[config.mk]
export PLATFORM = sky130hd
export DESIGN_NAME = dr_link_rx_fifo
export DESIGN_NICKNAME = d
export VERILOG_FILES = /design/src/rtl/dr_link_pkg.sv /design/src/rtl/dr_rx_fifo.sv /design/src/rtl/dr_link_rx_fifo.sv
export SDC_FILE = /design/constraint.sdc
export NUM_CORES = 1
export LEC_CHECK = 0
export BUFFER_PORTS_ARGS = -buffer_cell sky130_fd_sc_hd__buf_2
export CAP_MARGIN = 20
export CORE_MARGIN = 1.5
export CORE_UTILIZATION = 46
export DETAILED_ROUTE_END_ITERATION = 16
export SETUP_SLACK_MARGIN = 0.4
export SLEW_MARGIN = 30
export SYNTH_ARGS = -nofsm -noshare
export SYNTH_HDL_FRONTEND = slang
export SYNTH_SLANG_ARGS = --single-unit
[constraint.sdc]
create_clock -name clk -period 4 [get_ports clk]
set_input_delay 0.2 -clock clk [delete_from_list [all_inputs] [get_ports clk]]
set_output_delay 0.2 -clock clk [all_outputs]
set_load 0.01 [all_outputs]
[src/rtl/dr_link_pkg.sv]
`default_nettype none
// ============================================================================
//  Module   : dr_link_pkg
//  Purpose  : Dual-rail code points, receiver FSM states and codeword helpers.
//  Revision : 1.0
// ============================================================================
package dr_link_pkg;

    localparam logic [1:0] DR_SPACER  = 2'b00;
    localparam logic [1:0] DR_ZERO    = 2'b01;
    localparam logic [1:0] DR_ONE     = 2'b10;
    localparam logic [1:0] DR_ILLEGAL = 2'b11;

    // Helpers take a zero-padded vector plus the live pair count.
    localparam int DR_MAX_W = 64;

    typedef logic [2*DR_MAX_W-1:0] dr_rails_t;
    typedef logic [DR_MAX_W-1:0]   dr_word_t;

    typedef enum logic [0:0] {
        WAIT_DATA   = 1'b0,
        WAIT_SPACER = 1'b1
    } dr_state_e;

    function automatic logic dr_complete(input dr_rails_t rails, input int width);
        logic ok;
        ok = 1'b1;
        for (int i = 0; i < DR_MAX_W; i++) begin
            if (i < width && (rails[2*i +: 2] == DR_SPACER || rails[2*i +: 2] == DR_ILLEGAL))
                ok = 1'b0;
        end
        return ok;
    endfunction

    function automatic logic dr_spacer(input dr_rails_t rails, input int width);
        logic sp;
        sp = 1'b1;
        for (int i = 0; i < DR_MAX_W; i++) begin
            if (i < width && rails[2*i +: 2] != DR_SPACER)
                sp = 1'b0;
        end
        return sp;
    endfunction

    function automatic logic dr_illegal(input dr_rails_t rails, input int width);
        logic bad;
        bad = 1'b0;
        for (int i = 0; i < DR_MAX_W; i++) begin
            if (i < width && rails[2*i +: 2] == DR_ILLEGAL)
                bad = 1'b1;
        end
        return bad;
    endfunction

    function automatic dr_word_t dr_decode(input dr_rails_t rails, input int width);
        dr_word_t w;
        w = '0;
        for (int i = 0; i < DR_MAX_W; i++) begin
            if (i < width)
                w[i] = rails[2*i+1];
        end
        return w;
    endfunction

endpackage
`default_nettype wire

[src/rtl/dr_rx_fifo.sv]
`default_nettype none
// ============================================================================
//  Module   : dr_rx_fifo
//  Purpose  : First-word-fall-through FIFO; dout shows INIT while empty.
//  Revision : 1.0
// ============================================================================
module dr_rx_fifo
    import dr_link_pkg::*;
#(
    parameter int               WIDTH = 8,
    parameter int               DEPTH = 4,
    parameter logic [WIDTH-1:0] INIT  = '0
) (
    input  logic                       clk,
    input  logic                       rst_n,
    input  logic                       push,
    input  logic [WIDTH-1:0]           push_data,
    input  logic                       pop,
    output logic [WIDTH-1:0]           dout,
    output logic                       dout_vld,
    output logic [$clog2(DEPTH+1)-1:0] count
);

    localparam int PTR_W = $clog2(DEPTH);
    localparam int CNT_W = $clog2(DEPTH+1);
    localparam logic [CNT_W-1:0] C_FULL = CNT_W'(DEPTH);

    logic [WIDTH-1:0] mem_q [DEPTH];
    logic [PTR_W-1:0] wptr_q, wptr_d;
    logic [PTR_W-1:0] rptr_q, rptr_d;
    logic [CNT_W-1:0] cnt_q,  cnt_d;
    logic             do_push, do_pop;

    // A push into a full buffer is only legal when the head leaves this cycle.
    assign do_pop  = pop && (cnt_q != '0);
    assign do_push = push && ((cnt_q != C_FULL) || do_pop);

    always_comb begin
        wptr_d = wptr_q + PTR_W'(do_push);
        rptr_d = rptr_q + PTR_W'(do_pop);
        cnt_d  = cnt_q;
        case ({do_push, do_pop})
            2'b10:   cnt_d = cnt_q + 1'b1;
            2'b01:   cnt_d = cnt_q - 1'b1;
            default: cnt_d = cnt_q;
        endcase
    end

    always_ff @(posedge clk or negedge rst_n) begin
        if (!rst_n) begin
            wptr_q <= '0;
            rptr_q <= '0;
            cnt_q  <= '0;
        end else begin
            wptr_q <= wptr_d;
            rptr_q <= rptr_d;
            cnt_q  <= cnt_d;
        end
    end

    always_ff @(posedge clk) begin
        if (do_push)
            mem_q[wptr_q] <= push_data;
    end

    assign dout_vld = (cnt_q != '0);
    assign dout     = dout_vld ? mem_q[rptr_q] : INIT;
    assign count    = cnt_q;

endmodule
`default_nettype wire

[src/rtl/dr_link_rx_fifo.sv]
`default_nettype none
// ============================================================================
//  Module   : dr_link_rx_fifo
//  Purpose  : Four-phase dual-rail link receiver feeding a valid/ready FIFO.
//  Revision : 1.0
// ============================================================================
module dr_link_rx_fifo
    import dr_link_pkg::*;
#(
    parameter int               WIDTH       = 8,
    parameter int               DEPTH       = 4,
    parameter int               SYNC_STAGES = 2,
    parameter logic [WIDTH-1:0] INIT        = '0
) (
    input  logic                       clk,
    input  logic                       rst_n,
    input  logic [2*WIDTH-1:0]         in,
    output logic                       ack_o,
    output logic [WIDTH-1:0]           dout,
    output logic                       dout_vld,
    input  logic                       dout_rdy,
    output logic [$clog2(DEPTH+1)-1:0] count,
    output logic                       err_o,
    input  logic                       err_clr
);

    localparam int CNT_W = $clog2(DEPTH+1);
    localparam logic [CNT_W-1:0] C_FULL = CNT_W'(DEPTH);

    logic [2*WIDTH-1:0] sync_q [SYNC_STAGES];
    logic [2*WIDTH-1:0] sync_d [SYNC_STAGES];
    logic [2*WIDTH-1:0] prev_q, prev_d;
    dr_state_e          state_q, state_d;
    logic               ack_q, ack_d;
    logic               err_q, err_d;

    logic [2*WIDTH-1:0] w_rails;
    dr_rails_t          w_rails_ext;
    dr_word_t           w_decoded;
    logic               w_complete, w_spacer, w_illegal, w_stable;
    logic               w_pop, w_push, w_push_ok;

    assign w_rails = sync_q[SYNC_STAGES-1];

    always_comb begin
        w_rails_ext                = '0;
        w_rails_ext[2*WIDTH-1:0]   = w_rails;
    end

    assign w_complete = dr_complete(w_rails_ext, WIDTH);
    assign w_spacer   = dr_spacer(w_rails_ext, WIDTH);
    assign w_illegal  = dr_illegal(w_rails_ext, WIDTH);
    assign w_decoded  = dr_decode(w_rails_ext, WIDTH);
    // One extra cycle of agreement absorbs skew between individual rail synchronisers.
    assign w_stable   = (w_rails == prev_q);

    assign w_pop     = dout_vld && dout_rdy;
    assign w_push_ok = (count != C_FULL) || w_pop;

    always_comb begin
        sync_d[0] = in;
        for (int s = 1; s < SYNC_STAGES; s++)
            sync_d[s] = sync_q[s-1];
        prev_d  = w_rails;
        state_d = state_q;
        ack_d   = ack_q;
        w_push  = 1'b0;
        err_d   = err_clr ? 1'b0 : err_q;
        if (w_illegal) begin
            err_d = 1'b1;
        end else begin
            case (state_q)
                WAIT_DATA: begin
                    if (w_complete && w_stable && w_push_ok) begin
                        w_push  = 1'b1;
                        ack_d   = 1'b1;
                        state_d = WAIT_SPACER;
                    end
                end
                WAIT_SPACER: begin
                    if (w_spacer) begin
                        ack_d   = 1'b0;
                        state_d = WAIT_DATA;
                    end
                end
                default: state_d = WAIT_DATA;
            endcase
        end
    end

    always_ff @(posedge clk or negedge rst_n) begin
        if (!rst_n) begin
            for (int s = 0; s < SYNC_STAGES; s++)
                sync_q[s] <= '0;
            prev_q  <= '0;
            state_q <= WAIT_DATA;
            ack_q   <= 1'b0;
            err_q   <= 1'b0;
        end else begin
            for (int s = 0; s < SYNC_STAGES; s++)
                sync_q[s] <= sync_d[s];
            prev_q  <= prev_d;
            state_q <= state_d;
            ack_q   <= ack_d;
            err_q   <= err_d;
        end
    end

    assign ack_o = ack_q;
    assign err_o = err_q;

    dr_rx_fifo #(
        .WIDTH (WIDTH),
        .DEPTH (DEPTH),
        .INIT  (INIT)
    ) u_fifo (
        .clk       (clk),
        .rst_n     (rst_n),
        .push      (w_push),
        .push_data (w_decoded[WIDTH-1:0]),
        .pop       (w_pop),
        .dout      (dout),
        .dout_vld  (dout_vld),
        .count     (count)
    );

endmodule
`default_nettype wire

==> run_results.csv <==
group,metric,value,unit
timing,fin_crit,2750,ps
global_routing,grt.total_usage,0.154,
detailed_routing,postRouteAntennaNets,0,
yosys,seq_area_frac_synth,0.705,
power,p_total,2.19,mW
clocking,cts-buffers-inserted,9,
yosys,synthTopCellsByCount,"dfrtp_1, edfxtp_1, inv_1",
detailed_routing,vias,1723,
global_routing,grt_pass1_wl,8.67,mm
clocking,clock-sinks,90,
detailed_routing,dr_wl_met3,182,um
timing,timing.fmax,363,MHz
setup_path,endpoint_kind,"flop",
placement,post-place-ws,1220,ps
setup_path,cp-startpoint,"prev_d[15]$_DFF_PN0_",
setup_path,worst_ep_required_time,4260,ps
timing,tightestPinTransition,721,ps
yosys,synth.distinct_cells,25,
placement,dp_cells,342,
placement,dpl.hpwl,3.51,mm
clocking,post_cts_buffers,0,
timing,finalWorstSetupSlack,1250,ps
power,ir_drop,286,uV
clocking,clk_latency,340,ps
timing,rsz0062_at_grt,"false",
final_layout,multi_input_area,912,um^2
detailed_routing,firstDrtPassIters,4,
die,core_area,7210,um^2
die,die-area,7960,um^2
yosys,syn_area_per_cell,16.6,um^2
detailed_routing,met1Wirelength,2.50,mm
global_routing,grt_max_degree,59,
yosys,async_reset_ff_frac,0.644,
yosys,synth_most_common_cell,"dfrtp_1",
yosys,synth_edf_count,32,
timing,setup-violations-final,0,
final_layout,fill_cells,595,
clocking,cts_root_buf,"clkbuf_8",
yosys,synth.cell_area,3420,um^2
timing,drv_slew,0,
final_layout,final_layout_size_suffix_gt1_frac,0.255,
outcome,failed_checks,"hold timing",
setup_path,reg2reg_from,"prev_d[15]$_DFF_PN0_",
final_layout,diodes,0,
power,leakage,1.80,nW
clocking,h-tree-depth,3,
setup_path,arrival,3020,ps
final_layout,final_area,4150,um^2
timing,whs,-17.0,ps
placement,gp_congestion,0.720,
setup_path,cp-start-kind,"flop",
detailed_routing,routed.top_layer,"met4",
yosys,yosys.area.top_type_share,0.424,
detailed_routing,drt_wl_total,5.30,mm
die,start_util,0.474,
clocking,clkTransAtPathRegs,90,ps
clocking,clockBufferDepth,2,
setup_path,crit_type,"reg -> reg",
yosys,synth-seq-cells,90,
final_layout,layout.nets,310,
flow_run,cap_violations,0,
yosys,synth-main-ff-cell,"dfrtp_1",
yosys,synth_nets,246,
clocking,cts_tree,"built",
global_routing,grt_pass1_vias,1722,
final_layout,area_delta_synth_final,21.3,%
final_layout,stdcell_count,374,
die,die_y,89.2,um
timing,finalHoldViolCount,16,
die,rows,31,
timing,clock_skew,10.7,ps
detailed_routing,met2_length,2.56,mm
yosys,netlist_instances,206,
outcome,outcome,"finished, violations left",
global_routing,grt.overflow.total,0,
yosys,synth_area_leaders,"dfrtp_1, edfxtp_1, ha_1, mux4_2, xor2_1",
worst_hold_path,min_path_type,"in -> async",
detailed_routing,avgViaCountPerCell,4.61,
timing,fin_setup_tns,0,ps
placement,io_buffers,33,
detailed_routing,post-route-drc-count,0,
final_layout,regArea,2410,um^2
timing,finalCritPeriodShare,0.689,
detailed_routing,drt-initial-drc-count,50,
timing,maxSlewHeadroom,0.519,
setup_path,crit_fanout,8,
power,power_density,528,nW/um^2
die,io_pins,34,
detailed_routing,wire_per_inst,14.2,um
yosys,yosysWarnings,0,
die,die_w,89.2,um
final_layout,fin_util,0.575,
placement,place_area,3740,um^2
global_routing,antenna_found_initial,0,
yosys,yosys.area.top_type,"dfrtp_1",
path summary, 6_finish.rpt:
check                                              end  slack [ps]  cells past startpoint
setup / recovery           u_fifo.count[1]$_DFFE_PN0P_        1250                     10
hold / removal                    sync_d[11]$_DFF_PN0_         -20                      2
setup reg to reg           u_fifo.count[1]$_DFFE_PN0P_        1250                     10
hold reg to reg                    prev_d[9]$_DFF_PN0_         350                      0
max in group asynchronous          sync_d[4]$_DFF_PN0_        3530                      2
min in group clk                     err_o$_DFFE_PN0P_          60                      2
repair_timing:
action / 4_1_cts / 5_1_grt
hold endpoints to repair: 16 / 0
gates resized for setup: 0 / 0
hold buffers: 16 / 0
worst max-delay path, stage by stage (launching register included):
cell	delay, ps
dfrtp_1	520
inv_1	80
ha_1	290
nand4_1	80
nor4_1	380
nand3_2	220
or2_1	260
ha_1	200
inv_1	70
fa_1	390
o21ai_0	180
cell usage in the layout (no fill, tap or decap):
| cell type | Yosys | layout |
|---|---|---|
| and2_1 | 1 | 1 |
| and2b_1 | 1 | 1 |
| and4_1 | 2 | 2 |
| buf_2 | 1 | 33 |
| buf_4 | 0 | 6 |
| bufinv_16 | 0 | 3 |
| clkbuf_8 | 0 | 9 |
| clkinv_2 | 0 | 2 |
| clkinv_4 | 0 | 2 |
| dfrtp_1 | 58 | 58 |
| dlygate4sd3_1 | 0 | 16 |
| edfxtp_1 | 32 | 32 |
| fa_1 | 1 | 1 |
| ha_1 | 19 | 19 |
| inv_1 | 23 | 23 |
| mux4_2 | 8 | 8 |
| nand2_1 | 4 | 4 |
| nand3_2 | 2 | 2 |
| nand3b_1 | 1 | 1 |
| nand4_1 | 2 | 2 |
| nor2_1 | 2 | 2 |
| nor2b_1 | 8 | 8 |
| nor3_1 | 2 | 2 |
| nor4_1 | 6 | 6 |
| nor4_2 | 3 | 3 |
| nor4b_2 | 2 | 2 |
| o21ai_0 | 5 | 5 |
| or2_1 | 1 | 1 |
| xnor2_1 | 1 | 1 |
| xor2_1 | 20 | 20 |
report_power, final:
group          internal [mW]  switching [mW]
Clock                  0.415           0.302
Sequential              1.01          0.0890
Combinational          0.214           0.163
final cells by class:
| class | count | share of cell area |
|---|---|---|
| Timing Repair Buffer | 55 | 0.0893 |
| Tap cell | 99 | 0.0299 |
| Sequential cell | 90 | 0.582 |
| Inverter | 23 | 0.0208 |
| Clock buffer | 9 | 0.0299 |
| Clock inverter | 7 | 0.0284 |
| Multi-Input combinational cell | 91 | 0.220 |
registers in the layout (all words and copies together), names as in the netlist:
signal         count
u_fifo.rptr_q      2
prev_d            16
u_fifo.count       3
u_fifo.wptr_q      2
sync_d            16
ack_o              1
u_fifo.mem_q      32
state_q            1
prev_q            16
err_o              1
kinds of logic (layout without fill, tap and decap cells):
| kind of cell | count (synthesis) | after routing | synth area share |
|---|---|---|---|
| mux | 8 | 8 | 0.0527 |
| fa+ha+maj | 20 | 20 | 0.0754 |
| flops | 90 | 90 | 0.705 |
| compound gates | 5 | 5 | 0.00732 |
| xor+xnor | 21 | 21 | 0.0538 |
| simple gates | 37 | 37 | 0.0776 |
| buf+inv | 25 | 94 | 0.0278 |
layer usage:
layer,track usage,vias to the layer above
met5,0,-
met4,0.0587,0
met3,0.0443,4
met2,0.239,32
met1,0.206,851
li1,-,836
No activity file was read; power rests on OpenSTA's default activity.
